<file path="src/rtl/l2_control.sv">
//==============================================================================
// Module   : l2_control
// Purpose  : Sequencing FSM for the 4-way L2 cache, including the pmem
//            writeback/fill handshake and saturating hit/miss/writeback counters.
// Revision : 1.0
//==============================================================================
`default_nettype none

module l2_control #(
   parameter int CNT_WIDTH = 16
) (
   input  logic                 clk,
   input  logic                 reset,
   input  logic                 mem_read,
   input  logic                 mem_write,
   input  logic                 hit,
   input  logic [1:0]           lru,
   input  logic [3:0]           dirty,
   input  logic                 pmem_resp,
   input  logic                 perf_clear,
   output logic                 idling,
   output logic                 tag_comp,
   output logic                 alloc_dirty0_write,
   output logic                 alloc_dirty1_write,
   output logic                 alloc_dirty2_write,
   output logic                 alloc_dirty3_write,
   output logic                 pmem_read,
   output logic                 pmem_write,
   output logic                 pmem_addr_sel,
   output logic                 dirty_in,
   output logic [CNT_WIDTH-1:0] hit_count,
   output logic [CNT_WIDTH-1:0] miss_count,
   output logic [CNT_WIDTH-1:0] wb_count
);

   typedef enum logic [1:0] {
      ST_IDLE      = 2'd0,
      ST_TAG_COMP  = 2'd1,
      ST_WRITEBACK = 2'd2,
      ST_ALLOCATE  = 2'd3
   } state_t;

   localparam logic [CNT_WIDTH-1:0] C_CNT_ONE = {{(CNT_WIDTH-1){1'b0}}, 1'b1};
   localparam logic [CNT_WIDTH-1:0] C_CNT_MAX = {CNT_WIDTH{1'b1}};

   state_t               state_q, state_d;
   logic [1:0]           victim_q, victim_d;
   logic                 refill_q, refill_d;
   logic [CNT_WIDTH-1:0] hit_cnt_q, hit_cnt_d;
   logic [CNT_WIDTH-1:0] miss_cnt_q, miss_cnt_d;
   logic [CNT_WIDTH-1:0] wb_cnt_q, wb_cnt_d;

   logic w_req;
   logic w_hit_inc;
   logic w_miss_inc;
   logic w_wb_inc;

   function automatic logic [CNT_WIDTH-1:0] sat_next(
      input logic [CNT_WIDTH-1:0] cnt,
      input logic                 inc,
      input logic                 clr
   );
      if (clr)
         return '0;
      else if (inc && (cnt != C_CNT_MAX))
         return cnt + C_CNT_ONE;
      else
         return cnt;
   endfunction

   assign w_req = mem_read | mem_write;

   always_comb begin
      state_d    = state_q;
      victim_d   = victim_q;
      refill_d   = refill_q;
      w_miss_inc = 1'b0;
      w_wb_inc   = 1'b0;

      case (state_q)
         ST_IDLE: begin
            if (w_req && !hit)
               state_d = ST_TAG_COMP;
         end
         ST_TAG_COMP: begin
            if (!w_req || hit) begin
               state_d = ST_IDLE;
            end else begin
               victim_d   = lru;
               w_miss_inc = 1'b1;
               state_d    = dirty[lru] ? ST_WRITEBACK : ST_ALLOCATE;
            end
         end
         ST_WRITEBACK: begin
            if (pmem_resp) begin
               w_wb_inc = 1'b1;
               state_d  = ST_ALLOCATE;
            end
         end
         ST_ALLOCATE: begin
            if (pmem_resp) begin
               refill_d = 1'b1;
               state_d  = ST_TAG_COMP;
            end
         end
         default: state_d = ST_IDLE;
      endcase

      // A refill only suppresses the hit count until the request completes.
      if (state_d == ST_IDLE)
         refill_d = 1'b0;
   end

   assign w_hit_inc = w_req && hit && !refill_q &&
                      ((state_q == ST_IDLE) || (state_q == ST_TAG_COMP));

   always_comb begin
      hit_cnt_d  = sat_next(hit_cnt_q,  w_hit_inc,  perf_clear);
      miss_cnt_d = sat_next(miss_cnt_q, w_miss_inc, perf_clear);
      wb_cnt_d   = sat_next(wb_cnt_q,   w_wb_inc,   perf_clear);
   end

   always_ff @(posedge clk or posedge reset) begin
      if (reset) begin
         state_q    <= ST_IDLE;
         victim_q   <= 2'd0;
         refill_q   <= 1'b0;
         hit_cnt_q  <= '0;
         miss_cnt_q <= '0;
         wb_cnt_q   <= '0;
      end else begin
         state_q    <= state_d;
         victim_q   <= victim_d;
         refill_q   <= refill_d;
         hit_cnt_q  <= hit_cnt_d;
         miss_cnt_q <= miss_cnt_d;
         wb_cnt_q   <= wb_cnt_d;
      end
   end

   assign idling             = (state_q == ST_IDLE);
   assign tag_comp           = (state_q == ST_TAG_COMP);
   assign pmem_write         = (state_q == ST_WRITEBACK);
   assign pmem_read          = (state_q == ST_ALLOCATE);
   assign pmem_addr_sel      = (state_q == ST_WRITEBACK);
   assign alloc_dirty0_write = pmem_read && (victim_q == 2'd0);
   assign alloc_dirty1_write = pmem_read && (victim_q == 2'd1);
   assign alloc_dirty2_write = pmem_read && (victim_q == 2'd2);
   assign alloc_dirty3_write = pmem_read && (victim_q == 2'd3);
   assign dirty_in           = 1'b0;
   assign hit_count          = hit_cnt_q;
   assign miss_count         = miss_cnt_q;
   assign wb_count           = wb_cnt_q;

endmodule

`default_nettype wire

</file>
<file path="config.mk">
export PLATFORM = sky130hd
export DESIGN_NAME = l2_control
export DESIGN_NICKNAME = d
export VERILOG_FILES = /design/src/rtl/l2_control.sv
export SDC_FILE = /design/constraint.sdc
export NUM_CORES = 1
export LEC_CHECK = 0
export CAP_MARGIN = 15
export CORE_UTILIZATION = 30
export DETAILED_ROUTE_END_ITERATION = 7
export GPL_TIMING_DRIVEN = 1
export PLACE_DENSITY_LB_ADDON = 0.15
export SYNTH_ARGS = -nofsm -noshare
export SYNTH_HDL_FRONTEND = slang
export SYNTH_SLANG_ARGS = --single-unit
</file>
<file path="constraint.sdc">
create_clock -name clk -period 3.47 [get_ports clk]
set_input_delay 0.694 -clock clk [delete_from_list [all_inputs] [get_ports clk]]
set_output_delay 0.694 -clock clk [all_outputs]
set_load 0.005 [all_outputs]
</file>
==> results.cfg, run 1 <==
[status]
status = completed

[synth]
yosys.area.top_type = dfrtp_1
postSynthCellCount = 359
synth.most_common_cell = dfrtp_1
synth-edff-count = 0
ys_seq_elements = 53
syn_area_per_cell_um2 = 9.35
synth_common_cells = 53 x dfrtp_1, 40 x nor2_1, 35 x nand2_1
ys_warn_count = 0
synth_top_cells_by_area = dfrtp_1 39%, mux2_2 6.0%, nor2b_1 5.2%, nor2_1 4.5%, nand2_1 3.9%
synthFlopType = dfrtp_1
yosysSeqAreaShare_pct = 39.5
yosysUniqueCellTypes = 59
synth_top_cell_area_share_pct = 39.5
synthArstFlopShare_pct = 100
synth_area_um2 = 3360
syn_nets = 375

[clock_tree]
cts_root_buf = clkbuf_8
cts_buffers = 5
cts_tree = done
clkTransAtPathRegs_ns = 0.09
postCtsSetupBuffers = 0
cts_hold_buffers = 0
cts.htree.levels = 2
clk_latency_ns = 0.31
cts-resized-gates = 0
clockBufferDepth = 2
numClockSinks = 53

[die]
die_area_um2 = 11600
die-width_um = 108
rows = 38
initial_core_util_pct = 30.8
pin_count = 71
dieHeight_um = 108
core_area_um2 = 10900

[detailed_routing]
vias = 2937
wl_per_cell_um = 14.8
drt_iter0_drc = 106
drc = 0
drtAntennaViolNets = 0
drt_wl_total_mm = 8.31
vias_per_cell = 5.23
firstDrtPassIters = 4

[setup_path]
r2r_slack_ns = 1.26
worstSetupEndpointType = output pin
critPathLaunch = state_q[1]
r2r-end = hit_count[0]
cp_cell_sequence = and2_2, nor3b_1, clkdlybuf4s50_1
cp.required_ns = 2.78
cp_slowest_cell = dfrtp_1
regToRegStartpoint = hit_count[0]
crit_fanout = 9
cp-endpoint = alloc_dirty0_write
critPathMaxStageDelay_ns = 0.56
worstSetupPathType = flop to output pin
worstRegToRegCells = 5
cp-start-kind = flop
cp.arrival_ns = 1.87

[layout]
nets = 437
area_growth_syn_to_layout_pct = 26.4
fill_cells = 1126
fin_util_pct = 39.0
antenna_cells = 0
drive_above_1_share_pct = 12.6

[pwr]
seqPwrFrac_pct = 47.9
p_int_w = 0.00108
p_leak_nw = 1.66
p_sw_w = 0.000426
power_frac_clock_pct = 29.5
peakVddDrop_v = 0.000242
p_comb_share_pct = 22.6
finalPower_w = 0.00150
swShare_pct = 28.3
cellPowerDensity_nw_per_um2 = 354

[global_route]
grt_pass1_wl_mm = 14.1
antenna_found_initial = 0
grtUsageMet1_pct = 21.5
grt_pass1_vias = 2775
met3_usage_pct = 3.09
met2_usage_pct = 23.8
grt.busiest_layer = met2
grt_overflow_total = 0
track_usage_pct = 15.2
grt_max_degree = 49

[placement]
port_buffers = 69
globalplace.congestion = 0.768
hpwlAfterDp_mm = 5.90

[sta]
min_period_over_period_pct = 73.8
grt_setup_unrepaired = false
worst_pin_slew_ns = 0.775
finClkSkew_ns = 0.0144
drv_slew = 0
holdWs_ns = 0.543
setup_viol = 0
hold_violations = 0
relSlewSlack_pct = 48.1
fin_crit_ns = 2.56
timing.setup.tns_ns = 0
fmax_mhz = 390

[min_path]
hold_path.class = flop to flop

[flow_run]
max-cap-violations = 0
## power groups by stage
stage	clock network [W]	registers (W)	logic, W
6_report	0.000444	0.000720	0.000340
5_1_grt	0.000490	0.000732	0.000379
4_1_cts	0.000467	0.000723	0.000348
3_5_place_dp	0	0.000734	0.000346
3_3_place_gp	0	0.000734	0.000343
2_1_floorplan	0	0.000705	0.000232
## metrics by stage
stage / std cells / worst slack, ns / area [µm²]
2_1_floorplan: 359 / 1.49 / 3360
3_3_place_gp: 554 / 0.942 / 4130
3_5_place_dp: 554 / 0.910 / 4130
4_1_cts: 562 / 0.855 / 4250
5_1_grt: 562 / 0.749 / 4250
6_report: 562 / 0.908 / 4250
## registers in the layout, summed over array words and instances, names as in the netlist
| name | cells |
|---|---|
| hit_count | 16 |
| state_q | 2 |
| refill_q | 1 |
| miss_count | 16 |
| victim_q | 2 |
| wb_count | 16 |
## per-layer routing
metal	wire length [µm]	vias up
met2	3880	66
met5	0	-
met3	352	6
met1	4020	1422
li1	-	1443
met4	64	0
## worst min path at each step
| stage | startpoint | endpoint | slack, ns | cells after the start |
|---|---|---|---|---|
| final | refill_q | refill_q | 0.54 | 2 |
| after global placement | refill_q | refill_q | 0.52 | 2 |
| after global routing | refill_q | refill_q | 0.60 | 2 |
| after CTS | refill_q | refill_q | 0.55 | 2 |
| after detailed placement | refill_q | refill_q | 0.52 | 2 |
| after floorplan | refill_q | refill_q | 0.49 | 2 |
## cell usage in the layout, fill, tap and decap left out, types with 3 or more instances in the layout
cell type	instances
buf_4	3
nand2_1	35
nor2_1	40
clkdlybuf4s50_1	68
clkbuf_8	6
nor3_1	3
inv_1	6
mux2_1	11
ha_1	3
or3_1	5
or4_1	8
nor2b_1	28
mux2i_1	4
nand3_1	10
dfrtp_1	53
mux2_2	18
nand4_1	13
o21ai_0	6
and3_1	8
a21oi_1	22
a211oi_1	7
o31ai_1	8
nor4_1	10
## layout make-up
| class | count | area [µm²] | area share, % |
|---|---|---|---|
| clock buffer | 7 | 86.3 | 2.03 |
| clock inverter | 1 | 30.0 | 0.707 |
| inverter | 8 | 30.0 | 0.707 |
| multi-input combinational | 281 | 1890 | 44.5 |
| sequential | 53 | 1330 | 31.2 |
| tap | 140 | 175 | 4.13 |
| timing repair buffer | 72 | 708 | 16.7 |
## worst max-delay path: cells and delay by family (launching register included)
kind,cells,cell delay [ns]
buffers and inverters,1,0.53
AND/OR/NAND/NOR,2,0.47
flip-flops,1,0.56
## cells by family after synthesis
kind of cell	count (synthesis)	share of synthesized area, %
compound gates	60	12.0
other cells	1	0.112
fa+ha+maj	3	1.12
buf+inv	25	4.25
simple gates	183	31.4
flops	53	39.5
mux	34	11.6
Power figures use the tool's default switching activity.
==> run 2: changes to the inputs <==
==> constraint.sdc (replaced) <==
create_clock -name clk -period 2.3 [get_ports clk]
set_input_delay 0.46 -clock clk [delete_from_list [all_inputs] [get_ports clk]]
set_output_delay 0.46 -clock clk [all_outputs]
set_load 0.005 [all_outputs]
==> results.cfg, run 2 (synthesized netlist as in run 1, its figures left out) <==
[layout]
nets = 444
final_common_cell = clkdlybuf4s50_1
fill_cells = 1138
area_growth_syn_to_layout_pct = 28.9
antenna_cells = 0
drive_above_1_share_pct = 14.7
layout_common_cells = 68 x clkdlybuf4s50_1, 51 x dfrtp_1, 40 x nor2_1, 35 x nand2_1, 28 x nor2b_1

[sta]
finClkSkew_ns = 0.0120
fin_crit_ns = 2.18
relSlewSlack_pct = 54.3
hold_violations = 0
worst_pin_slew_ns = 0.685
setup_viol = 0
timing.setup.tns_ns = 0
drv_slew = 0
grt_setup_unrepaired = false
fmax_mhz = 459
min_period_over_period_pct = 94.6

[pwr]
p_int_w = 0.00174
finalPower_w = 0.00241
cellPowerDensity_nw_per_um2 = 556
swShare_pct = 27.7
power_frac_clock_pct = 31.7
seqPwrFrac_pct = 44.7
peakVddDrop_v = 0.000377
p_leak_nw = 1.71
p_comb_share_pct = 23.5
p_sw_w = 0.000668

[global_route]
antenna_found_initial = 0
track_usage_pct = 14.8
grt_pass1_vias = 2738
grt_overflow_total = 0
grt_pass1_wl_mm = 13.8
grt_max_degree = 45

[detailed_routing]
drc = 0
vias = 3005
firstDrtPassIters = 4
drt_iter0_drc = 91
vias_per_cell = 5.28
drt_wl_total_mm = 8.36
wl_per_cell_um = 14.7
drtAntennaViolNets = 0

[die]
die-width_um = 108
pin_count = 71
core_area_um2 = 10900
dieHeight_um = 108
rows = 38
initial_core_util_pct = 30.8
die_area_um2 = 11600

[placement]
globalplace.congestion = 0.830
hpwlAfterDp_mm = 5.96
port_buffers = 69

[clock_tree]
clockBufferDepth = 2
numClockSinks = 53
cts_tree = done
cts.htree.levels = 2
clkTransAtPathRegs_ns = 0.11
clk_latency_ns = 0.31
cts_root_buf = clkbuf_8
cts_hold_buffers = 0
cts_buffers = 5

[setup_path]
worstRegToRegCells = 6
r2r_slack_ns = 0.22
regToRegStartpoint = hit_count[1]
cp.arrival_ns = 1.72
worstSetupEndpointType = output pin
cp.required_ns = 1.84
crit_fanout = 7
worstSetupPathType = flop to output pin
r2r-end = hit_count[6]
cp-start-kind = flop

[status]
status = completed

[min_path]
hold_path.class = input port to async pin

[flow_run]
max-cap-violations = 0
run 2: final cells by class:
type / count / area, µm² / share of cell area, %
Sequential cell: 53 / 1330 / 30.7
Multi-Input combinational cell: 281 / 1890 / 43.6
Clock buffer: 5 / 68.8 / 1.59
Timing Repair Buffer: 79 / 773 / 17.9
Clock inverter: 3 / 65.1 / 1.50
Tap cell: 140 / 175 / 4.05
Inverter: 8 / 30.0 / 0.693
run 2: worst max-delay path, cell delays in order (launching register included):
cell,delay (ns)
dfrtp_2,0.44
and2_2,0.23
nor3b_1,0.21
clkdlybuf4s50_1,0.53
run 2: how the worst max path moves through the flow:
| stage | from | to | slack [ns] | depth (start not counted) |
|---|---|---|---|---|
| floorplan | reset | hit_count[0] | 0.55 | 1 |
| global placement | hit | hit_count[8] | 0.06 | 5 |
| detailed placement | hit | hit_count[8] | 0.007 | 5 |
| CTS | state_q[1] | alloc_dirty0_write | 0.03 | 3 |
| global route | state_q[1] | alloc_dirty0_write | 0.05 | 3 |
| finish | state_q[1] | alloc_dirty0_write | 0.12 | 3 |
run 2: routing by layer:
layer  track usage, %  wire [µm]  up-vias  share of wire, %
met5                0          0        -                 0
li1                 -          -     1449                 -
met2             23.7       3940       72                47
met4             2.94         52        0              0.62
met1             20.7       4030     1480                48
met3             2.72        337        4               4.0
run 2: timing repair:
item / CTS / global route
setup buffers: 0 / 1
pin swaps: 0 / 0
gates resized for setup: 1 / 1
setup endpoints to repair: 3 / 1
run 2: metrics by stage:
stage | hold slack, ns | worst slack, ns | instance area [µm²] | instances | utilization (%)
3_3_place_gp | 0.515 | 0.0610 | 4190 | 560 | 38.5
5_1_grt | 0.468 | 0.0480 | 4330 | 569 | 39.8
4_1_cts | 0.451 | 0.0269 | 4320 | 568 | 39.7
2_1_floorplan | 0.495 | 0.554 | 3360 | 359 | -
6_report | 0.439 | 0.123 | 4330 | 569 | 39.8
3_5_place_dp | 0.510 | 0.00711 | 4190 | 560 | 38.5
run 2: power groups by stage:
stage | registers (W) | logic, W | clock network, W
final | 0.00108 | 0.000567 | 0.000764
after global routing | 0.00109 | 0.000625 | 0.000825
after CTS | 0.00109 | 0.000552 | 0.000791
after detailed placement | 0.00110 | 0.000547 | 0
after global placement | 0.00110 | 0.000544 | 0
after floorplan | 0.00106 | 0.000350 | 0
==> run 3: changes to the inputs <==
--- a/config.mk
+++ b/config.mk
@@ -8,6 +8,7 @@
 export CAP_MARGIN = 15
 export CORE_UTILIZATION = 30
 export DETAILED_ROUTE_END_ITERATION = 7
+export DONT_BUFFER_PORTS = 1
 export GPL_TIMING_DRIVEN = 1
 export PLACE_DENSITY_LB_ADDON = 0.15
 export SYNTH_ARGS = -nofsm -noshare
==> results.cfg, run 3 (synthesized netlist as in run 1, its figures left out) <==
[setup_path]
crit_fanout = 8
worstSetupEndpointType = flop
cp_slowest_cell = nor3_2
critPathMaxStageDelay_ns = 0.50
worstSetupPathType = flop to flop
cp.required_ns = 2.50
cp.arrival_ns = 2.29
cp-start-kind = flop
cp_cell_sequence = ha_1, nand3_1, nor3_2, buf_4, a211oi_1, mux2_1

[detailed_routing]
wl_per_cell_um = 16.7
vias = 2719
drtAntennaViolNets = 0
drt_wl_total_mm = 8.26
firstDrtPassIters = 4
drc = 0
vias_per_cell = 5.49
drt_iter0_drc = 121

[sta]
hold_violations = 0
setup_ws_ns = 0.211
min_period_over_period_pct = 90.8
fmax_mhz = 479
setup_viol = 0
relSlewSlack_pct = 54.1
grt_setup_unrepaired = false
finClkSkew_ns = 0.0152
timing.setup.tns_ns = 0
fin_crit_ns = 2.09
drv_slew = 0
worst_pin_slew_ns = 0.688

[global_route]
met3_usage_pct = 4.48
antenna_found_initial = 0
grt_pass1_vias = 2627
grt_overflow_total = 0
grt_max_degree = 74
grt_pass1_wl_mm = 14.0
met2_usage_pct = 24.0
track_usage_pct = 15.2
grt.busiest_layer = met2
grtUsageMet1_pct = 20.4

[pwr]
p_sw_w = 0.000621
p_int_w = 0.00135
peakVddDrop_v = 0.000399
p_comb_share_pct = 17.2
cellPowerDensity_nw_per_um2 = 553
power_frac_clock_pct = 27.9
seqPwrFrac_pct = 54.9
p_leak_nw = 1.42
swShare_pct = 31.6

[layout]
layout_common_cells = 53 x dfrtp_1, 40 x nor2_1, 35 x nand2_1, 28 x nor2b_1, 22 x a21oi_1
seq_area_um2 = 1330
multi_input_area_um2 = 1890
final_common_cell = dfrtp_1
drive_above_1_share_pct = 15.5
antenna_cells = 0
fill_cells = 1119
nets = 370
area_growth_syn_to_layout_pct = 5.92
layout.cells.non_filler = 495

[clock_tree]
cts_hold_buffers = 0
cts_tree = done
cts.htree.levels = 2
clockBufferDepth = 2
cts-resized-gates = 0
cts_buffers = 5
cts_root_buf = clkbuf_8
clkTransAtPathRegs_ns = 0.11
clk_latency_ns = 0.32
postCtsSetupBuffers = 0
numClockSinks = 53

[die]
dieHeight_um = 108
die-width_um = 108
initial_core_util_pct = 30.8
pin_count = 71
die_area_um2 = 11600
rows = 38
core_area_um2 = 10900

[status]
status = completed

[min_path]
hold_path.class = input port to async pin

[placement]
hpwlAfterDp_mm = 5.65
post-place-ws_ns = 0.234
dpl.cell_count = 487
port_buffers = 0
globalplace.congestion = 0.765

[flow_run]
max-cap-violations = 0
run 3: worst paths after layout:
check / slack (ns) / depth (start not counted) / startpoint / endpoint
setup / recovery: 0.21 / 6 / hit_count[0] / hit_count[5]
hold / removal: 0.06 / 2 / reset / wb_count[7]
setup reg to reg: 0.21 / 6 / hit_count[0] / hit_count[5]
hold reg to reg: 0.55 / 2 / refill_q / refill_q
max in group asynchronous: 1.98 / 2 / reset / hit_count[3]
min in group clk: 0.22 / 1 / perf_clear / hit_count[14]
run 3: power groups by stage:
stage / Sequential, W / Clock, W / Combinational [W]
2_1_floorplan: 0.00106 / 0 / 0.000350
3_3_place_gp: 0.00109 / 0 / 0.000342
3_5_place_dp: 0.00110 / 0 / 0.000349
4_1_cts: 0.00108 / 0.000581 / 0.000349
5_1_grt: 0.00109 / 0.000621 / 0.000382
6_report: 0.00108 / 0.000549 / 0.000339
run 3: metrics by stage:
step | instance area, µm² | hold slack [ns] | total power, W | utilization (%)
after floorplan | 3360 | 0.495 | 0.00141 | -
after global placement | 3470 | 0.432 | 0.00144 | 31.9
after detailed placement | 3470 | 0.435 | 0.00145 | 31.9
after CTS | 3560 | 0.0775 | 0.00201 | 32.7
after global routing | 3560 | 0.0727 | 0.00209 | 32.7
final | 3560 | 0.0612 | 0.00197 | 32.7
run 3: worst max-delay path, delay by kind of cell (launching register included):
| kind | cells | cell delay [ns] |
|---|---|---|
| AND/OR/NAND/NOR | 2 | 0.64 |
| flip-flops | 1 | 0.45 |
| adder cells (fa/ha/maj) | 1 | 0.24 |
| multiplexers | 1 | 0.35 |
| AO/OA/AOI/OAI | 1 | 0.07 |
| buffers and inverters | 1 | 0.23 |
run 3: final cells by class:
type                    count  area share, %
well taps                 140           4.92
multi-input cells         281           53.1
flip-flops and latches     53           37.3
repair buffers              5           1.41
clock buffers               5           1.93
clock inverters             3          0.492
inverters                   8          0.844
run 3: routing by layer:
| metal | share of wire [%] | up-vias |
|---|---|---|
| li1 | - | 1309 |
| met1 | 45 | 1334 |
| met2 | 46 | 70 |
| met3 | 7.2 | 6 |
| met4 | 0.87 | 0 |
| met5 | 0 | - |
